$ cat src/rtl/elastic_pipe_if.sv
// Handshake bundle for elastic_pipe: producer-side push and consumer-side pull.
// The pipe connects through the slave modport; the driving agent uses master.
interface elastic_pipe_if #(
   parameter int WIDTH = 32
);
   logic             in_valid;
   logic [WIDTH-1:0] in_data;
   logic             in_ready;
   logic             out_valid;
   logic [WIDTH-1:0] out_data;
   logic             out_ready;

   modport slave (
      input  in_valid,
      input  in_data,
      output in_ready,
      output out_valid,
      output out_data,
      input  out_ready
   );

   modport master (
      output in_valid,
      output in_data,
      input  in_ready,
      input  out_valid,
      input  out_data,
      output out_ready
   );
endinterface

$ cat src/rtl/elastic_pipe.sv
// N-stage valid/ready delay pipe with bubble collapse, flush and occupancy count.
// Define ELASTIC_PIPE_STALL_CNT_EN to add a saturating output-stall counter (stall_cnt).
module elastic_pipe #(
   parameter int               N           = 3,
   parameter int               WIDTH       = 32,
   parameter logic [WIDTH-1:0] RESET_VALUE = '0
) (
   input  logic                   clk,
   input  logic                   reset,
   input  logic                   flush,
   elastic_pipe_if.slave          io,
   output logic [$clog2(N+1)-1:0] occupancy
`ifdef ELASTIC_PIPE_STALL_CNT_EN
   ,
   output logic [31:0]            stall_cnt
`endif
);
   localparam int OW = $clog2(N+1);

   logic [N-1:0]     vld_q;
   logic [N-1:0]     vld_d;
   logic [N-1:0]     mv;
   logic [N-1:0]     src_vld;
   logic [WIDTH-1:0] dat_q   [N];
   logic [WIDTH-1:0] dat_d   [N];
   logic [WIDTH-1:0] src_dat [N];
   logic [OW-1:0]    occ_sum;

   genvar gi;
   generate
      for (gi = 0; gi < N; gi++) begin : g_src
         if (gi == 0) begin : g_head
            assign src_vld[gi] = io.in_valid;
            assign src_dat[gi] = io.in_data;
         end else begin : g_body
            assign src_vld[gi] = vld_q[gi-1];
            assign src_dat[gi] = dat_q[gi-1];
         end
      end
   endgenerate

   // A stage may load when it is empty or the stage ahead is empty or draining.
   always_comb begin
      mv      = '0;
      mv[N-1] = io.out_ready | ~vld_q[N-1];
      for (int i = N - 2; i >= 0; i--) begin
         mv[i] = mv[i+1] | ~vld_q[i+1] | ~vld_q[i];
      end
   end

   always_comb begin
      vld_d = vld_q;
      for (int i = 0; i < N; i++) begin
         dat_d[i] = dat_q[i];
         if (flush) begin
            vld_d[i] = 1'b0;
            dat_d[i] = RESET_VALUE;
         end else if (mv[i]) begin
            vld_d[i] = src_vld[i];
            if (src_vld[i]) begin
               dat_d[i] = src_dat[i];
            end
         end
      end
   end

   always_ff @(posedge clk) begin
      if (!reset) begin
         vld_q <= '0;
         for (int i = 0; i < N; i++) begin
            dat_q[i] <= RESET_VALUE;
         end
      end else begin
         vld_q <= vld_d;
         dat_q <= dat_d;
      end
   end

   always_comb begin
      occ_sum = '0;
      for (int i = 0; i < N; i++) begin
         occ_sum = occ_sum + OW'(vld_q[i]);
      end
   end

   assign occupancy    = occ_sum;
   assign io.in_ready  = ~vld_q[0] | mv[0];
   assign io.out_valid = vld_q[N-1];
   assign io.out_data  = dat_q[N-1];

`ifdef ELASTIC_PIPE_STALL_CNT_EN
   logic [31:0] stall_cnt_q;
   logic [31:0] stall_cnt_d;

   // Survives flush on purpose: it measures consumer backpressure, not pipe contents.
   always_comb begin
      stall_cnt_d = stall_cnt_q;
      if (vld_q[N-1] && !io.out_ready && (stall_cnt_q != 32'hFFFF_FFFF)) begin
         stall_cnt_d = stall_cnt_q + 32'd1;
      end
   end

   always_ff @(posedge clk) begin
      if (!reset) begin
         stall_cnt_q <= '0;
      end else begin
         stall_cnt_q <= stall_cnt_d;
      end
   end

   assign stall_cnt = stall_cnt_q;
`endif
endmodule
$ cat src/flat_wrapper.sv
// flat-port wrapper written by rule: the top's interface ports become plain ports
module elastic_pipe_flat 
#(
   parameter int               N           = 3,
   parameter int               WIDTH       = 32,
   parameter logic [WIDTH-1:0] RESET_VALUE = '0
)
  (clk, reset, flush, occupancy, io_in_valid, io_in_data, io_in_ready, io_out_valid, io_out_data, io_out_ready);
  elastic_pipe_if #(.WIDTH(WIDTH)) io_i ();
  input  logic clk;
  input  logic reset;
  input  logic flush;
  output logic [$clog2(N+1)-1:0] occupancy;
  input wire logic [$bits(io_i.in_valid)-1:0] io_in_valid;
  input wire logic [$bits(io_i.in_data)-1:0] io_in_data;
  output wire logic [$bits(io_i.in_ready)-1:0] io_in_ready;
  output wire logic [$bits(io_i.out_valid)-1:0] io_out_valid;
  output wire logic [$bits(io_i.out_data)-1:0] io_out_data;
  input wire logic [$bits(io_i.out_ready)-1:0] io_out_ready;
  assign io_i.in_valid = io_in_valid;
  assign io_i.in_data = io_in_data;
  assign io_in_ready = io_i.in_ready;
  assign io_out_valid = io_i.out_valid;
  assign io_out_data = io_i.out_data;
  assign io_i.out_ready = io_out_ready;
  elastic_pipe #(.N(N), .WIDTH(WIDTH), .RESET_VALUE(RESET_VALUE)) u_core (.clk(clk), .reset(reset), .flush(flush), .io(io_i), .occupancy(occupancy));
endmodule
$ cat config.mk
export PLATFORM = sky130hd
export DESIGN_NAME = elastic_pipe_flat
export DESIGN_NICKNAME = d
export VERILOG_FILES = /design/src/rtl/elastic_pipe_if.sv /design/src/rtl/elastic_pipe.sv /design/src/flat_wrapper.sv
export SDC_FILE = /design/constraint.sdc
export NUM_CORES = 1
export LEC_CHECK = 0
export ABC_CLOCK_PERIOD_IN_PS = 1600
export CORE_MARGIN = 1
export CORE_UTILIZATION = 50
export CTS_BUF_LIST = sky130_fd_sc_hd__clkbuf_8
export DETAILED_ROUTE_END_ITERATION = 6
export HOLD_SLACK_MARGIN = 0.1
export PLACE_DENSITY = 0.77
export SYNTH_ARGS = -nofsm -noshare
export SYNTH_HDL_FRONTEND = slang
export SYNTH_SLANG_ARGS = --single-unit
$ cat constraint.sdc
create_clock -name clk -period 1.6 [get_ports clk]
set_input_delay 0.32 -clock clk [delete_from_list [all_inputs] [get_ports clk]]
set_output_delay 0.32 -clock clk [all_outputs]
set_load 0.005 [all_outputs]
* Word-level counts from Yosys, hierarchy flattened
Cells that the tools add are included.
Storage, ports and cells: input port bits 37, register bits 99
Operators by class: add/subtract/negate cells 2, bitwise operators 10, reduce and logical (&&, ||, !) cells 4
Operators by type and width (count):
- $or A1 B1 Y1 | 6
- $reduce_and A2 Y1 | 3
- $not A1 Y1 | 4
- $add A1 B1 Y2 | 1
- $add A2 B1 Y2 | 1
- $reduce_or A2 Y1 | 1

* Longest topological paths before layout
Gate-level depths: netlist of run 1.
depth after elaboration 7, depth in mapped cells 6, depth with buffers taken out 3

* Least setup slack after synthesis of run 1
OpenSTA, ideal clock, no wires.
kind register -> register, from reg u_core.vld_q[2], to reg u_core.dat_q[65] (netlist name), cell stages (with the launch flop) 6, buffers on the path 2, path slack 0.271 ns, library setup time 0.072 ns, data arrival time 1.257 ns, path through dfxtp_1 nor2b_4 buf_6 a31oi_4 buf_12 mux2i_1
Between the ends: longest elaborated chain between the ends 7
Ends and longest elaborated chain:
- from (decl) | RTL line elastic_pipe.sv:20 | logic [N-1:0] vld_q;
- from (signal assigned) | RTL line elastic_pipe.sv:74 | vld_q <= vld_d;
- $not A1 Y1 (*) | RTL line elastic_pipe.sv:45, elastic_pipe.sv:47
- $or A1 B1 Y1 | RTL line elastic_pipe.sv:45 | mv[N-1] = io.out_ready | ~vld_q[N-1];
- $or A1 B1 Y1 (*) (4 in series) | RTL line elastic_pipe.sv:47 | mv[i] = mv[i+1] | ~vld_q[i+1] | ~vld_q[i];
- $reduce_and A2 Y1 (no line) (*)
- to (signal assigned) | RTL line elastic_pipe.sv:75 | dat_q <= dat_d;
- to (decl) | RTL line elastic_pipe.sv:24 | logic [WIDTH-1:0] dat_q [N];
Mark *: on every way between the ends. The rest lies on a longest branch, timed or not. A chain may end at the register's enable or synchronous reset.

* Worst setup path in the final report of run 1
from reg u_core.vld_q[2], to out occupancy[0]
Between the ends: longest elaborated chain between the ends 1
Ends and longest elaborated chain:
- $add A2 B1 Y2 | RTL line elastic_pipe.sv:82 | occ_sum = occ_sum + OW'(vld_q[i]);
- to (decl) | RTL line flat_wrapper.sv:13 | output logic [$clog2(N+1)-1:0] occupancy;
No other way between the ends.

==> flow_summary.toml, run 1 <==
[min_path]
hold_class = "reg -> reg"
hold_depth = 2
hold_end = "u_core.dat_q[54]"
hp-start = "u_core.dat_q[54]"

[power_and_ir_drop]
ir_drop_v = 0.000513
power_density_nw_per_um2 = 878
p_leak_uw = 0.00176

[setup_path]
cp_cell_sequence = "fa_1 > buf_2"
cp-start-kind = "flop"
critPathMaxStageDelay_ns = 0.52
required_ns = 1.28
cp_data_arrival_time_ns = 1.32
crit_path_end_kind = "primary output"
timing.rr.end = "u_core.dat_q[79]"
regToRegStartpoint = "u_core.vld_q[2]"
crit_type = "reg -> out"
path_delay_family = "adder cells"
path_buf_inv = 1
reg2reg_depth = 7
rrSetupSlack_ns = 0.01
cp_slowest_cell = "fa_1"
crit_fanout = 2

[synth]
ys_ff_latch = 99
synth_area_um2 = 4060
synth.distinct_cells = 22
yosys_warnings = 0
synthCells = 437
synth_fp_nets = 475
seq_area_frac_synth_pct = 48.8
synth_area_per_cell_um2 = 9.29

[route]
drc = 0
first_pass_iters = 4
drt_iter0_drc = 141
vias = 3009
drt-total-wl_um = 8330
post_drt_wl_per_cell_um = 14.4
drtAntennaViolNets = 0
viasPerCell = 5.19

[clocking]
cts_sinks = 99
cts.path.max_buffers = 2
clk_latency_ns = 0.36
cts_root_buf = "clkbuf_8"
htreeDepth = 3
cts_buffers = 9
hold_buffers = 0
clkSlewWorstSetupHoldPaths_ns = 0.09
cts_tree = "yes"

[sta]
finalWorstSetupSlack_ns = -0.0404
timing.fmax_mhz = 610
rsz0062_at_grt = "yes"
timing.hold.ws_ns = 0.465
drv_slew = 0
hold_viol = 0
slew_headroom_pct = 64.5
fin_crit_ns = 1.64
tightest_slew_ns = 0.532
period_share_pct = 103
fin_setup_tns_ns = -0.0404
fin_skew_ns = 0.00653
setup_viol = 1

[job]
drv_cap = 0

[floorplanning]
io_pins = 73
die_area_um2 = 8480
core_area_um2 = 7810
die_height_um = 92.1
initial_utilization_pct = 52.0
die_w_um = 92.1
rows = 32

[global_route]
grt_overflow = 0
grt_max_degree = 52
grt_usage_pct = 19.9
grt_pass1_wl_um = 13400
antenna_found_initial = 0
first_global_vias = 2905

[placed_design]
dp_hpwl_um = 5560
numPortBuffers = 72
gp_congestion = 0.755

[outcome]
status = "complete, but fails checks"
violations = "setup timing"

[layout]
drive_above_1_share_pct = 10.5
n_antenna_cell = 0
area_delta_synth_final_pct = 21.1
nets = 511
-- flip-flops by register name, summed over array words and instances (netlist names) --
name and cells:
u_core.io.out_data 32, u_core.vld_q 3, u_core.dat_q 64
-- through the flow --
step	cell area [um2]	setup WS (ns)	power, uW	util, %	cells
5_1_grt	4910	-0.0813	4480	62.9	580
6_report	4910	-0.0404	4310	62.9	580
3_5_place_dp	4650	-0.299	2870	59.6	559
3_3_place_gp	4650	-0.291	2860	59.6	559
4_1_cts	4840	-0.0732	4330	62.0	575
2_1_floorplan	4060	0.271	2730	-	437
-- per-layer routing --
| layer | track usage (%) | up-vias | wire length, um |
|---|---|---|---|
| met1 | 25.2 | 1407 | 3740 |
| met4 | 8.59 | 0 | 129 |
| li1 | - | 1504 | - |
| met2 | 33.4 | 88 | 3930 |
| met5 | 0 | - | 0 |
| met3 | 3.23 | 10 | 529 |
-- layout make-up --
class                   instances  area (um2)
fillers                       673        2890
flip-flops and latches         99        1990
multi-input cells             268        1620
repair buffers                 93         990
clock buffers                  10         138
well taps                     102         128
clock inverters                 6        47.5
inverters                       2        7.51
-- worst reg2reg max path: stages, from the launching register on --
cell and delay (ns):
dfxtp_2 0.34, buf_4 0.13, nor2b_4 0.14, buf_8 0.15, a31oi_4 0.23, buf_4 0.17, buf_12 0.13, mux2i_2 0.23
-- cells in the mapped netlist --
cell      instances  area [um2]
dfxtp_1          99        1980
nand2_1          96         360
mux2i_1          64         641
a21oi_1          35         175
nand3_1          33         165
buf_4            32         240
o21ai_0          23         115
clkbuf_1         17        63.8
buf_2            12        60.1
o21ai_1           9        45.0
buf_6             4        45.0
buf_12            3        60.1
a21boi_4          1        18.8
a31oi_4           1        21.3
fa_1              1        20.0
inv_1             1        3.75
inv_2             1        3.75
nand2b_1          1        6.26
nor2_1            1        3.75
nor2b_1           1        6.26
nor2b_4           1        13.8
or2b_1            1        7.51
-- power breakdown --
part	leakage [uW]	internal, uW	total, uW	switching [uW]
clock	0.0000989	627	1480	856
sequential	0.000802	2490	2500	9.63
combinational	0.000857	179	329	150
-- logic make-up after synthesis --
logic type,count (synthesis),share of synthesized area (%)
and+or+nand+nor,134,13.9
DFF,99,48.8
buffers and inverters,70,11.7
AOI/OAI and AO/OA,69,9.25
muxes,64,15.8
adders and majority gates,1,0.493
-- placed cells by master (no fill, tap or decap) --
cell / synthesis / routed
nand3_2: 0 / 1
clkinv_4: 0 / 1
buf_12: 3 / 7
buf_8: 0 / 2
mux2i_2: 0 / 1
nand2_1: 96 / 96
buf_6: 4 / 2
clkbuf_16: 0 / 1
inv_2: 1 / 1
dlygate4sd2_1: 0 / 1
buf_4: 32 / 9
dfxtp_1: 99 / 96
clkdlybuf4s50_1: 0 / 68
dfxtp_2: 0 / 2
inv_6: 0 / 2
nor2_1: 1 / 1
inv_1: 1 / 1
nor2b_4: 1 / 2
a21oi_1: 35 / 35
nand3_1: 33 / 32
a21boi_4: 1 / 1
clkinv_2: 0 / 2
nand2b_1: 1 / 1
dfxtp_4: 0 / 1
mux2i_1: 64 / 63
or2b_1: 1 / 1
inv_8: 0 / 1
o21ai_0: 23 / 23
o21ai_1: 9 / 9
clkbuf_8: 0 / 10
a31oi_4: 1 / 1
buf_2: 12 / 3
fa_1: 1 / 1
-- what timing repair did --
item / 4_1_cts / 5_1_grt
gates resized for setup: 19 / 6
buffers inserted: 0 / 4
gates cloned: 0 / 1
setup endpoints to repair: 4 / 12
pin swaps: 2 / 3
hold endpoints to repair: 0 / 0
-- worst max-delay path by stage --
stage	end	start	slack (ns)	depth (start not counted)
floorplan	u_core.dat_q[65]	u_core.vld_q[2]	0.27	5
global placement	io_in_ready	io_out_ready	-0.29	4
detailed placement	u_core.dat_q[80]	io_out_ready	-0.30	6
CTS	occupancy[0]	u_core.vld_q[0]	-0.07	2
global route	occupancy[0]	u_core.vld_q[0]	-0.08	2
finish	occupancy[0]	u_core.vld_q[2]	-0.04	2
(Power assumes the default switching activity.)
==> run 2, diff against run 1 <==
--- a/config.mk
+++ b/config.mk
@@ -6,12 +6,16 @@
 export NUM_CORES = 1
 export LEC_CHECK = 0
 export ABC_CLOCK_PERIOD_IN_PS = 1600
+export CELL_PAD_IN_SITES_DETAIL_PLACEMENT = 0
+export CELL_PAD_IN_SITES_GLOBAL_PLACEMENT = 2
 export CORE_MARGIN = 1
-export CORE_UTILIZATION = 50
+export CORE_UTILIZATION = 33
 export CTS_BUF_LIST = sky130_fd_sc_hd__clkbuf_8
+export CTS_CLUSTER_DIAMETER = 200
 export DETAILED_ROUTE_END_ITERATION = 6
+export GPL_TIMING_DRIVEN = 0
 export HOLD_SLACK_MARGIN = 0.1
-export PLACE_DENSITY = 0.77
+export PLACE_DENSITY_LB_ADDON = 0.1
 export SYNTH_ARGS = -nofsm -noshare
 export SYNTH_HDL_FRONTEND = slang
 export SYNTH_SLANG_ARGS = --single-unit
==> flow_summary.toml, run 2 (synthesis gave the netlist of run 1 again) <==
[route]
first_pass_iters = 4
drt-total-wl_um = 9330
vias = 3055
drtAntennaViolNets = 0
drt_iter0_drc = 98
drc = 0
viasPerCell = 4.51
post_drt_wl_per_cell_um = 13.8

[setup_path]
crit_type = "reg -> out"
crit_fanout = 2
required_ns = 1.28
rrSetupSlack_ns = 0.10
path_buf_inv = 1
cp_cell_sequence = "fa_1 > buf_2"
regToRegStartpoint = "u_core.vld_q[2]"
cp_data_arrival_time_ns = 1.37
critPathMaxStageDelay_ns = 0.53
path_delay_family = "adder cells"
timing.rr.end = "u_core.dat_q[94]"
cp-start-kind = "flop"
crit_path_end_kind = "primary output"
reg2reg_depth = 7
cp_slowest_cell = "fa_1"

[layout]
nets = 564
final_cell_mix = "96 x nand2_1, 65 x dfxtp_1, 64 x mux2i_1, 38 x buf_4"
final_common_cell = "nand2_1"
n_antenna_cell = 0
nFillCells = 1212
drive_above_1_share_pct = 23.0
largest_register_ffs = 64
area_delta_synth_final_pct = 31.7
largest-register = "u_core.dat_q"
seqCellArea_um2 = 2030
multiInputGateArea_um2 = 1610

[clocking]
cts_buffers = 9
clk_latency_ns = 0.36
clkSlewWorstSetupHoldPaths_ns = 0.09
cts_root_buf = "clkbuf_8"
htreeDepth = 3
cts_tree = "yes"
hold_buffers = 0
cts_sinks = 99
cts.path.max_buffers = 2

[floorplanning]
rows = 40
die_area_um2 = 12700
io_pins = 73
die_height_um = 113
initial_utilization_pct = 33.8
die_w_um = 113
core_area_um2 = 12000

[global_route]
grt_max_degree = 16
antenna_found_initial = 0
grt_pass1_wl_um = 15400
grt_overflow = 0
grt_usage_pct = 15.6
first_global_vias = 2911

[sta]
tightest_slew_ns = 0.492
period_share_pct = 106
timing.fmax_mhz = 592
fin_crit_ns = 1.69
fin_setup_tns_ns = -0.0979
drv_slew = 0
setup_viol = 2
fin_skew_ns = 0.00633
finalWorstSetupSlack_ns = -0.0890
hold_viol = 0
rsz0062_at_grt = "yes"
slew_headroom_pct = 67.2

[job]
drv_cap = 0

[min_path]
hold_class = "reg -> reg"
hold_end = "u_core.dat_q[43]"
hp-start = "u_core.dat_q[43]"
hold_depth = 2

[placed_design]
numPortBuffers = 72
gp_congestion = 0.697
dp_hpwl_um = 6610

[power_and_ir_drop]
ir_drop_v = 0.000383
p_leak_uw = 0.00221
p_total_uw = 4850
power_density_nw_per_um2 = 907

[outcome]
violations = "setup timing"
status = "complete, but fails checks"
-- run 2: worst min-delay path: stages, from the launching register on --
cell     delay [ns]
dfxtp_1        0.32
nand2_1        0.05
mux2i_1        0.05
-- run 2: metal layers --
metal	wire, um	share of wire [%]	track usage (%)
met5	0	0	0
met4	126	1.4	6.32
met3	307	3.3	2.25
met1	4860	52	22.0
met2	4030	43	24.0
-- run 2: worst max-delay path by stage --
stage | startpoint | endpoint | slack, ns | depth (start not counted)
CTS | u_core.vld_q[0] | occupancy[0] | -0.11 | 2
detailed placement | flush | u_core.io.out_data[21] | -0.45 | 5
global placement | flush | u_core.vld_q[2] | -0.44 | 5
finish | u_core.vld_q[0] | occupancy[0] | -0.09 | 2
floorplan | u_core.vld_q[2] | u_core.dat_q[65] | 0.27 | 5
global route | u_core.vld_q[0] | occupancy[0] | -0.14 | 2
-- run 2: final cells by class --
cell class                      count  share of cell area, %
Clock buffer                       12                   3.09
Clock inverter                      4                   1.78
Sequential cell                    99                   38.0
Multi-Input combinational cell    268                   30.1
Buffer                             68                   9.22
Inverter                            2                  0.140
Tap cell                          147                   3.44
Timing Repair Buffer               78                   14.2
-- run 2: stage by stage --
stage | utilization [%] | cells | worst slack (ns) | area, um2 | hold slack, ns
2_1_floorplan | - | 437 | 0.271 | 4060 | 0.435
3_3_place_gp | 41.3 | 656 | -0.440 | 4960 | 0.445
3_5_place_dp | 41.3 | 656 | -0.450 | 4960 | 0.449
4_1_cts | 43.6 | 674 | -0.113 | 5240 | 0.463
5_1_grt | 44.5 | 678 | -0.144 | 5350 | 0.482
6_report | 44.5 | 678 | -0.0890 | 5350 | 0.460
-- run 2: power by group --
part	total [uW]	switching [uW]	internal [uW]
logic	340	160	180
clock network	2010	843	1160
registers	2500	10.1	2490
total	4850	1010	3830
-- run 2: repair_timing --
item | 4_1_cts | 5_1_grt
setup buffers | 2 | 3
gates resized for setup | 84 | 24
setup endpoints to repair | 46 | 87
pin swaps | 2 | 2
gates cloned | 0 | 1
